## config.mk

```make
export PLATFORM = sky130hd
export DESIGN_NAME = core_run_ctrl
export DESIGN_NICKNAME = d
export VERILOG_FILES = /design/src/rtl/core_run_ctrl.sv
export SDC_FILE = /design/constraint.sdc
export NUM_CORES = 1
export LEC_CHECK = 0
export ABC_AREA = 1
export BUFFER_PORTS_ARGS = -buffer_cell sky130_fd_sc_hd__clkbuf_2
export CORE_MARGIN = 8
export CORE_UTILIZATION = 50
export CTS_BUF_LIST = sky130_fd_sc_hd__clkbuf_4 sky130_fd_sc_hd__clkbuf_8 sky130_fd_sc_hd__clkbuf_16
export DETAILED_ROUTE_END_ITERATION = 7
export PLACE_DENSITY_LB_ADDON = 0.3
export SYNTH_ARGS = -nofsm -noshare
export SYNTH_HDL_FRONTEND = slang
export SYNTH_SLANG_ARGS = --single-unit
```

## constraint.sdc

```tcl
create_clock -name clk -period 5.3 [get_ports clk]
set_input_delay 0 -clock clk [delete_from_list [all_inputs] [get_ports clk]]
set_output_delay 0 -clock clk [all_outputs]
set_load 0.02 [all_outputs]
```

## src/rtl/core_run_ctrl.sv

```systemverilog
// Run controller for a debug-target core: holds it in reset, lets it run until a breakpoint,
// a cycle budget or (with CORE_RUN_CTRL_STUCK_EN defined) a stalled PC halts it.
module core_run_ctrl #(
  parameter int ADDR_W       = 32,
  parameter int NUM_BP       = 2,
  parameter int RST_CYCLES   = 2,
  parameter int MAX_CYCLES   = 50,
  parameter int CNT_W        = 16,
  parameter int STUCK_CYCLES = 8,
  localparam int HIT_W       = (NUM_BP > 1) ? $clog2(NUM_BP) : 1
) (
  input  logic                     clk,
  input  logic                     rst,
  input  logic                     start,
  input  logic [NUM_BP*ADDR_W-1:0] bp_addr,
  input  logic [NUM_BP-1:0]        bp_en,
  input  logic [ADDR_W-1:0]        pc_current,
  output logic                     core_rst,
  output logic                     core_clk_en,
  output logic                     busy,
  output logic                     done,
  output logic                     timeout,
  output logic                     stuck,
  output logic [HIT_W-1:0]         hit_idx,
  output logic [CNT_W-1:0]         cycle_count
);

  localparam int RC_W = $clog2(RST_CYCLES + 1);
  localparam logic [RC_W-1:0]  RST_LAST = RC_W'(RST_CYCLES - 1);
  localparam logic [CNT_W-1:0] MAX_CNT  = CNT_W'(MAX_CYCLES);

  generate
    if (NUM_BP < 1 || NUM_BP > 8 || RST_CYCLES < 1 || MAX_CYCLES < 1 || STUCK_CYCLES < 1 ||
        (longint'(MAX_CYCLES) >> CNT_W) != 0) begin : g_bad_params
      $error("core_run_ctrl: illegal parameter set");
    end
  endgenerate

  typedef enum logic [1:0] {S_IDLE, S_RESET, S_RUN, S_HALT} state_t;

  state_t            state_q, state_d;
  logic [RC_W-1:0]   rst_cnt_q, rst_cnt_d;
  logic [CNT_W-1:0]  cnt_q, cnt_d, cnt_inc;
  logic              done_q, done_d;
  logic              timeout_q, timeout_d;
  logic [HIT_W-1:0]  hit_q, hit_d;
  logic              match;
  logic [HIT_W-1:0]  match_idx;

  assign cnt_inc = cnt_q + CNT_W'(1);

  // Descending scan so the lowest matching channel wins.
  always_comb begin
    match     = 1'b0;
    match_idx = '0;
    for (int i = NUM_BP - 1; i >= 0; i--) begin
      if (bp_en[i] && (pc_current == bp_addr[i*ADDR_W +: ADDR_W])) begin
        match     = 1'b1;
        match_idx = HIT_W'(i);
      end
    end
  end

`ifdef CORE_RUN_CTRL_STUCK_EN
  localparam int SC_W = $clog2(STUCK_CYCLES + 1);

  logic [SC_W-1:0]   same_cnt_q, same_cnt_d, run_len;
  logic [ADDR_W-1:0] prev_pc_q;
  logic              stuck_q, stuck_d;
  logic              stuck_hit;

  // run_len counts consecutive RUN edges sharing one PC; zero means no previous sample yet.
  always_comb begin
    run_len = SC_W'(1);
    if ((same_cnt_q != '0) && (pc_current == prev_pc_q))
      run_len = same_cnt_q + SC_W'(1);
  end

  assign stuck_hit = (run_len == SC_W'(STUCK_CYCLES));

  always_ff @(posedge clk) begin
    if (state_q == S_RUN)
      prev_pc_q <= pc_current;
  end

  always_ff @(posedge clk or negedge rst) begin
    if (!rst) begin
      same_cnt_q <= '0;
      stuck_q    <= 1'b0;
    end else begin
      same_cnt_q <= same_cnt_d;
      stuck_q    <= stuck_d;
    end
  end

  assign stuck = stuck_q;
`else
  assign stuck = 1'b0;
`endif

  always_comb begin
    state_d   = state_q;
    rst_cnt_d = rst_cnt_q;
    cnt_d     = cnt_q;
    done_d    = done_q;
    timeout_d = timeout_q;
    hit_d     = hit_q;
`ifdef CORE_RUN_CTRL_STUCK_EN
    same_cnt_d = same_cnt_q;
    stuck_d    = stuck_q;
`endif
    case (state_q)
      S_IDLE, S_HALT: begin
        if (start) begin
          state_d   = S_RESET;
          rst_cnt_d = '0;
          cnt_d     = '0;
          done_d    = 1'b0;
          timeout_d = 1'b0;
          hit_d     = '0;
`ifdef CORE_RUN_CTRL_STUCK_EN
          stuck_d   = 1'b0;
`endif
        end
      end
      S_RESET: begin
        if (rst_cnt_q == RST_LAST) begin
          state_d = S_RUN;
          cnt_d   = '0;
`ifdef CORE_RUN_CTRL_STUCK_EN
          same_cnt_d = '0;
`endif
        end else begin
          rst_cnt_d = rst_cnt_q + RC_W'(1);
        end
      end
      S_RUN: begin
        cnt_d = cnt_inc;
`ifdef CORE_RUN_CTRL_STUCK_EN
        same_cnt_d = run_len;
`endif
        if (match) begin
          done_d  = 1'b1;
          hit_d   = match_idx;
          state_d = S_HALT;
        end
`ifdef CORE_RUN_CTRL_STUCK_EN
        else if (stuck_hit) begin
          stuck_d = 1'b1;
          state_d = S_HALT;
        end
`endif
        else if (cnt_inc == MAX_CNT) begin
          timeout_d = 1'b1;
          state_d   = S_HALT;
        end
      end
      default: state_d = S_IDLE;
    endcase
  end

  always_ff @(posedge clk or negedge rst) begin
    if (!rst) begin
      state_q   <= S_IDLE;
      rst_cnt_q <= '0;
      cnt_q     <= '0;
      done_q    <= 1'b0;
      timeout_q <= 1'b0;
      hit_q     <= '0;
    end else begin
      state_q   <= state_d;
      rst_cnt_q <= rst_cnt_d;
      cnt_q     <= cnt_d;
      done_q    <= done_d;
      timeout_q <= timeout_d;
      hit_q     <= hit_d;
    end
  end

  assign core_rst    = (state_q == S_IDLE) || (state_q == S_RESET);
  assign core_clk_en = (state_q == S_RESET) || (state_q == S_RUN);
  assign busy        = core_clk_en;
  assign done        = done_q;
  assign timeout     = timeout_q;
  assign hit_idx     = hit_q;
  assign cycle_count = cnt_q;

endmodule
```

# Yosys cells after proc, flatten, opt, wreduce, memory -nomap -nowiden
# Cells that the tools add are included.
[word_totals]
reg_bits = 23
in_bits = 101
out_inout_bits = 23
[classes]
add_sub_neg = 2
n_eq_ne = 14
n_mux = 22
n_reduce_logical = 13
[ops]
columns = ["cell", "n"]
rows = [
  ["equality test 32 bit", 2],
  ["one-hot mux 16 bit (3 select lines)", 1],
  ["2-to-1 mux 16 bit", 2],
  ["adder 16 x 1 -> 16 bit, second input constant", 1],
  ["equality test 16 x 6 -> 1 bit, second input constant", 1],
  ["2-to-1 mux 2 bit", 6],
  ["inequality test 2 bit, second input constant", 6],
  ["AND reduction 3 bit", 3],
  ["2-to-1 mux 1 bit", 8],
  ["one-hot mux 1 bit (2 select lines)", 3],
  ["one-hot mux 2 bit (3 select lines)", 1],
  ["equality test 2 x 1 -> 1 bit, second input constant", 2],
  ["equality test 2 bit, second input constant", 2],
  ["one-hot mux 2 bit (2 select lines)", 1],
  ["AND reduction 4 bit", 1],
  ["nonzero test 2 bit", 2],
  ["inequality test 3 bit, second input constant", 1],
  ["adder 2 x 1 -> 2 bit, second input constant", 1],
  ["logical AND 1 bit", 2],
  ["zero test 2 bit", 1],
  ["logical OR 1 bit", 2],
  ["AND reduction 2 bit", 1],
  ["OR reduction 2 bit", 1],
]

# Longest topological paths before layout
[logic_depth]
ltp_word = 6
ltp_mapped = 14
mapped_depth_nobuf = 14

# Worst setup path after synthesis
# No wires, ideal clock.
[synth_path]
path_type = "register -> register"
from = "reg state_q[0]"
to = "reg cnt_q[2] (netlist: cycle_count[2])"
setup_time_ns = 0.083
arrival_time_ns = 1.757
required_ns = 5.217
slack_ns = 3.460
stages_incl_launch_ff = 9
path_cell_list = "dfrtp_1 -> inv_1 -> ha_1 -> nor2_1 -> nor2_4 -> inv_1 -> nor2_2 -> inv_2 -> o21ai_0"
[synth_between]
elab_chain_len = 4
word_cells_on_any_way = 9
[synth_lines]
columns = ["element", "line_no", "source"]
rows = [
  ["start: declaration", "41", "state_t state_q, state_d;"],
  ["start signal: assignment", "171", "state_q <= state_d;"],
  ["equality test 2 bit / zero test 2 bit (equally long branches)", "112", "case (state_q)"],
  ["OR reduction 2 bit", "112", ""],
  ["inequality test 2 bit (no line)", "-", ""],
  ["AND reduction 2 bit (no line)", "-", ""],
  ["end signal: assignment", "173", "cnt_q <= cnt_d;"],
  ["end: declaration", "43", "logic [CNT_W-1:0] cnt_q, cnt_d, cnt_inc;"],
]
# Several ways; a longest one is shown, not always the timed one.
# A chain may end at the register's enable or synchronous reset.

# Worst setup path after layout
# Ends and elaborated chain as after synthesis.

==> flow_metrics.tcl <==
set metrics [dict create \
    setup_viol 0 \
    hpwlAfterDp_um 6250 \
    fill_cells 451 \
    multi_input_area_mm2 0.00163 \
    clock_latency_ns 0.27 \
    hold_viol 0 \
    ys_warn_count 0 \
    synth_common_cells "nand2_1, inv_1, nor2_1" \
    rows 25 \
    crit_family "simple AND/OR/NAND/NOR gates" \
    synth.avg_cell_area_um2 5.95 \
    rsz0062_at_grt "no" \
    grt_pass1_wl_um 11900 \
    synthMuxAreaShare_pct 0 \
    outcome "completed" \
    drc 0 \
    drt-total-wl_um 7110 \
    grt_max_degree 24 \
    synth-adder-area-share_pct 3.51 \
    regArea_um2 576 \
    cts_tree "yes" \
    crit_required_ns 5.50 \
    power.density_mw_per_mm2 228 \
    synth_xor_area_share_pct 10.1 \
    gp_congestion 0.844 \
    path_max_fanout 18 \
    finalSetupTns_ns 0 \
    fmax_mhz 445 \
    hp-class "in2reg" \
    peakVddDrop_v 0.000403 \
    synthTopCellsByArea "dfrtp_1, nand2_1, inv_1, nor2_1, o21ai_0" \
    die_area_mm2 0.00752 \
    synth_top_family_by_area "simple AND/OR/NAND/NOR gates" \
    ys_seq_area_share_pct 23.0 \
    drive_gt1_share_pct 27.0 \
    async_reset_ff_share_pct 100 \
    grt_use_total_pct 18.9 \
    synthCells 420 \
    worst_slew_pin_slew_ns 0.577 \
    fp.dieW_um 86.7 \
    synth-main-ff-cell "dfrtp_1" \
    routedWlPerCell_um 11.6 \
    yosysTopAreaCell "dfrtp_1" \
    syn_area_mm2 0.00250 \
    fin_skew_ns 0.00368 \
    worst_path_largest_cell_delay_ns 0.41 \
    crit_slowest_cell "dfrtp_1" \
    synth_fp_nets 528 \
    instances_no_fill 611 \
    yosysTopAreaCellShare_pct 23.0 \
    cap_viol_max_count 0 \
    path_class "reg2reg" \
    cts-buffers-inserted 3 \
    drv_slew 0 \
    synth-edff-count 0 \
    clock_sinks 23 \
    cp-end-kind "flop" \
    n_antenna_cell 0 \
    path_cells "inv_1 -> ha_1 -> nor2_1 -> nor2_4 -> inv_1 -> nor2_2 -> inv_2 -> o21ai_0" \
    via_per_inst 4.77 \
    ctsRootBufferMaster "clkbuf_8" \
    placedCellCount 606 \
    ant_nets 0 \
    p_leak_nw 1.83 \
    pin_count 124 \
    post-synth-top-count-cell "nand2_1" \
    worstSetupStartpointType "flop" \
    cts_buffer_depth 2 \
    fp.coreArea_mm2 0.00479 \
    nets 653 \
    clkSlewWorstSetupHoldPaths_ns 0.08 \
    slew_headroom_pct 61.5 \
    ys_ff_latch 23 \
    gr-total-overflow 0 \
    start_util_pct 52.2 \
    dieHeight_um 86.7 \
    first_pass_iters 4 \
    area_growth_pct 29.3 \
    critPathBufInv 3 \
    fin_crit_ns 2.25 \
    vias 2917 \
    period_share_pct 42.4 \
    drt_first_iter_violations 77 \
    cp.arrival_ns 2.44 \
    antenna_found_initial 0 \
    ctsHtreeMaxLevel 1 \
    synth-compound-area-share_pct 10.5 \
    io_buffers 122 \
    grt_pass1_vias 2888 \
    yosys.area_share.simple_pct 40.9 \
    ys_types 26 \
    crit_path_frequent_cell "inv_1" \
]
## cell type report
type                            count  area share (%)
Multi-Input combinational cell    320            50.3
Timing Repair Buffer              123            19.2
Sequential cell                    23            17.8
Inverter                           74            8.60
Tap cell                           67            2.59
Clock buffer                        3            1.28
Clock inverter                      1           0.155
## worst paths after layout
check | cells past startpoint | endpoint | start | slack, ns
max | 8 | cycle_count[2]$_DFFE_PN0P_ | state_q[0]$_DFFE_PN0P_ | 3.05
min | 3 | rst_cnt_q[0]$_DFFE_PN0P_ | start | 0.11
max reg2reg | 8 | cycle_count[2]$_DFFE_PN0P_ | state_q[0]$_DFFE_PN0P_ | 3.05
min reg2reg | 2 | hit_idx$_DFFE_PN0P_ | hit_idx$_DFFE_PN0P_ | 0.50
max in group asynchronous | 2 | done$_DFFE_PN0P_ | rst | 4.66
min in group asynchronous | 2 | cycle_count[6]$_DFFE_PN0P_ | rst | 0.26
## power breakdown
| group | leakage, nW | internal (W) | switching [W] | total [W] |
|---|---|---|---|---|
| Clock | 0.0255 | 0.0000526 | 0.0000592 | 0.000112 |
| Sequential | 0.314 | 0.000197 | 0.0000175 | 0.000215 |
| Combinational | 1.49 | 0.000145 | 0.000265 | 0.000410 |
## stage by stage
stage          util (%)  power [W]  hold WS, ns  cell area, um2  setup slack, ns
5_1_grt            67.5   0.000801        0.149            3230             2.85
2_1_floorplan         -   0.000505       -0.296            2500             3.46
4_1_cts            67.5   0.000741        0.116            3230             3.05
6_report           67.5   0.000737        0.106            3230             3.05
3_5_place_dp       66.3   0.000627       0.0268            3170             3.08
3_3_place_gp       66.3   0.000614       0.0180            3170             3.20
## placed cells by master (no fill, tap or decap), drive strengths merged, types with 2 or more instances in the layout
| master | synthesis | final |
|---|---|---|
| a21boi | 2 | 2 |
| nand3 | 20 | 20 |
| xor2 | 12 | 12 |
| nand2 | 138 | 138 |
| or2 | 3 | 3 |
| ha | 7 | 7 |
| nor2 | 65 | 65 |
| a21oi | 2 | 2 |
| inv | 74 | 74 |
| o21ai | 32 | 32 |
| dfrtp | 23 | 23 |
| clkbuf | 1 | 125 |
| o22ai | 11 | 11 |
| xnor2 | 16 | 16 |
| nand4 | 10 | 10 |
## worst reg2reg max path, cell delays in order (launching register included)
cell     delay, ns
dfrtp_1       0.41
inv_1         0.10
ha_1          0.40
nor2_1        0.14
nor2_4        0.35
inv_1         0.14
nor2_2        0.31
inv_2         0.16
o21ai_0       0.16
## routing by layer
metal | routed length, um | global-route usage, % | up-vias
met3 | 537 | 4.82 | 8
met4 | 63 | 2.97 | 0
met2 | 3460 | 35.3 | 82
met1 | 3040 | 21.1 | 1284
met5 | 0 | 0 | -
li1 | - | - | 1543
## kinds of logic (layout without fill, tap and decap cells)
logic type      Yosys count  in the layout
compound gates           48             48
fa+ha+maj                 7              7
buf+inv                  77            201
simple gates            236            236
flops                    23             23
other cells               1              1
xor+xnor                 28             28
## flip-flops by register name, indices dropped and copies added, names as in the netlist
signal / cells
cycle_count: 16
rst_cnt_q: 2
state_q: 2
done: 1
hit_idx: 1
timeout: 1
## what timing repair did
item | CTS | global route
setup buffers | 0 | 0
hold endpoints to repair | 23 | 0
hold buffers | 1 | 0
resized for setup | 0 | 0
Power figures use the tool's default switching activity.
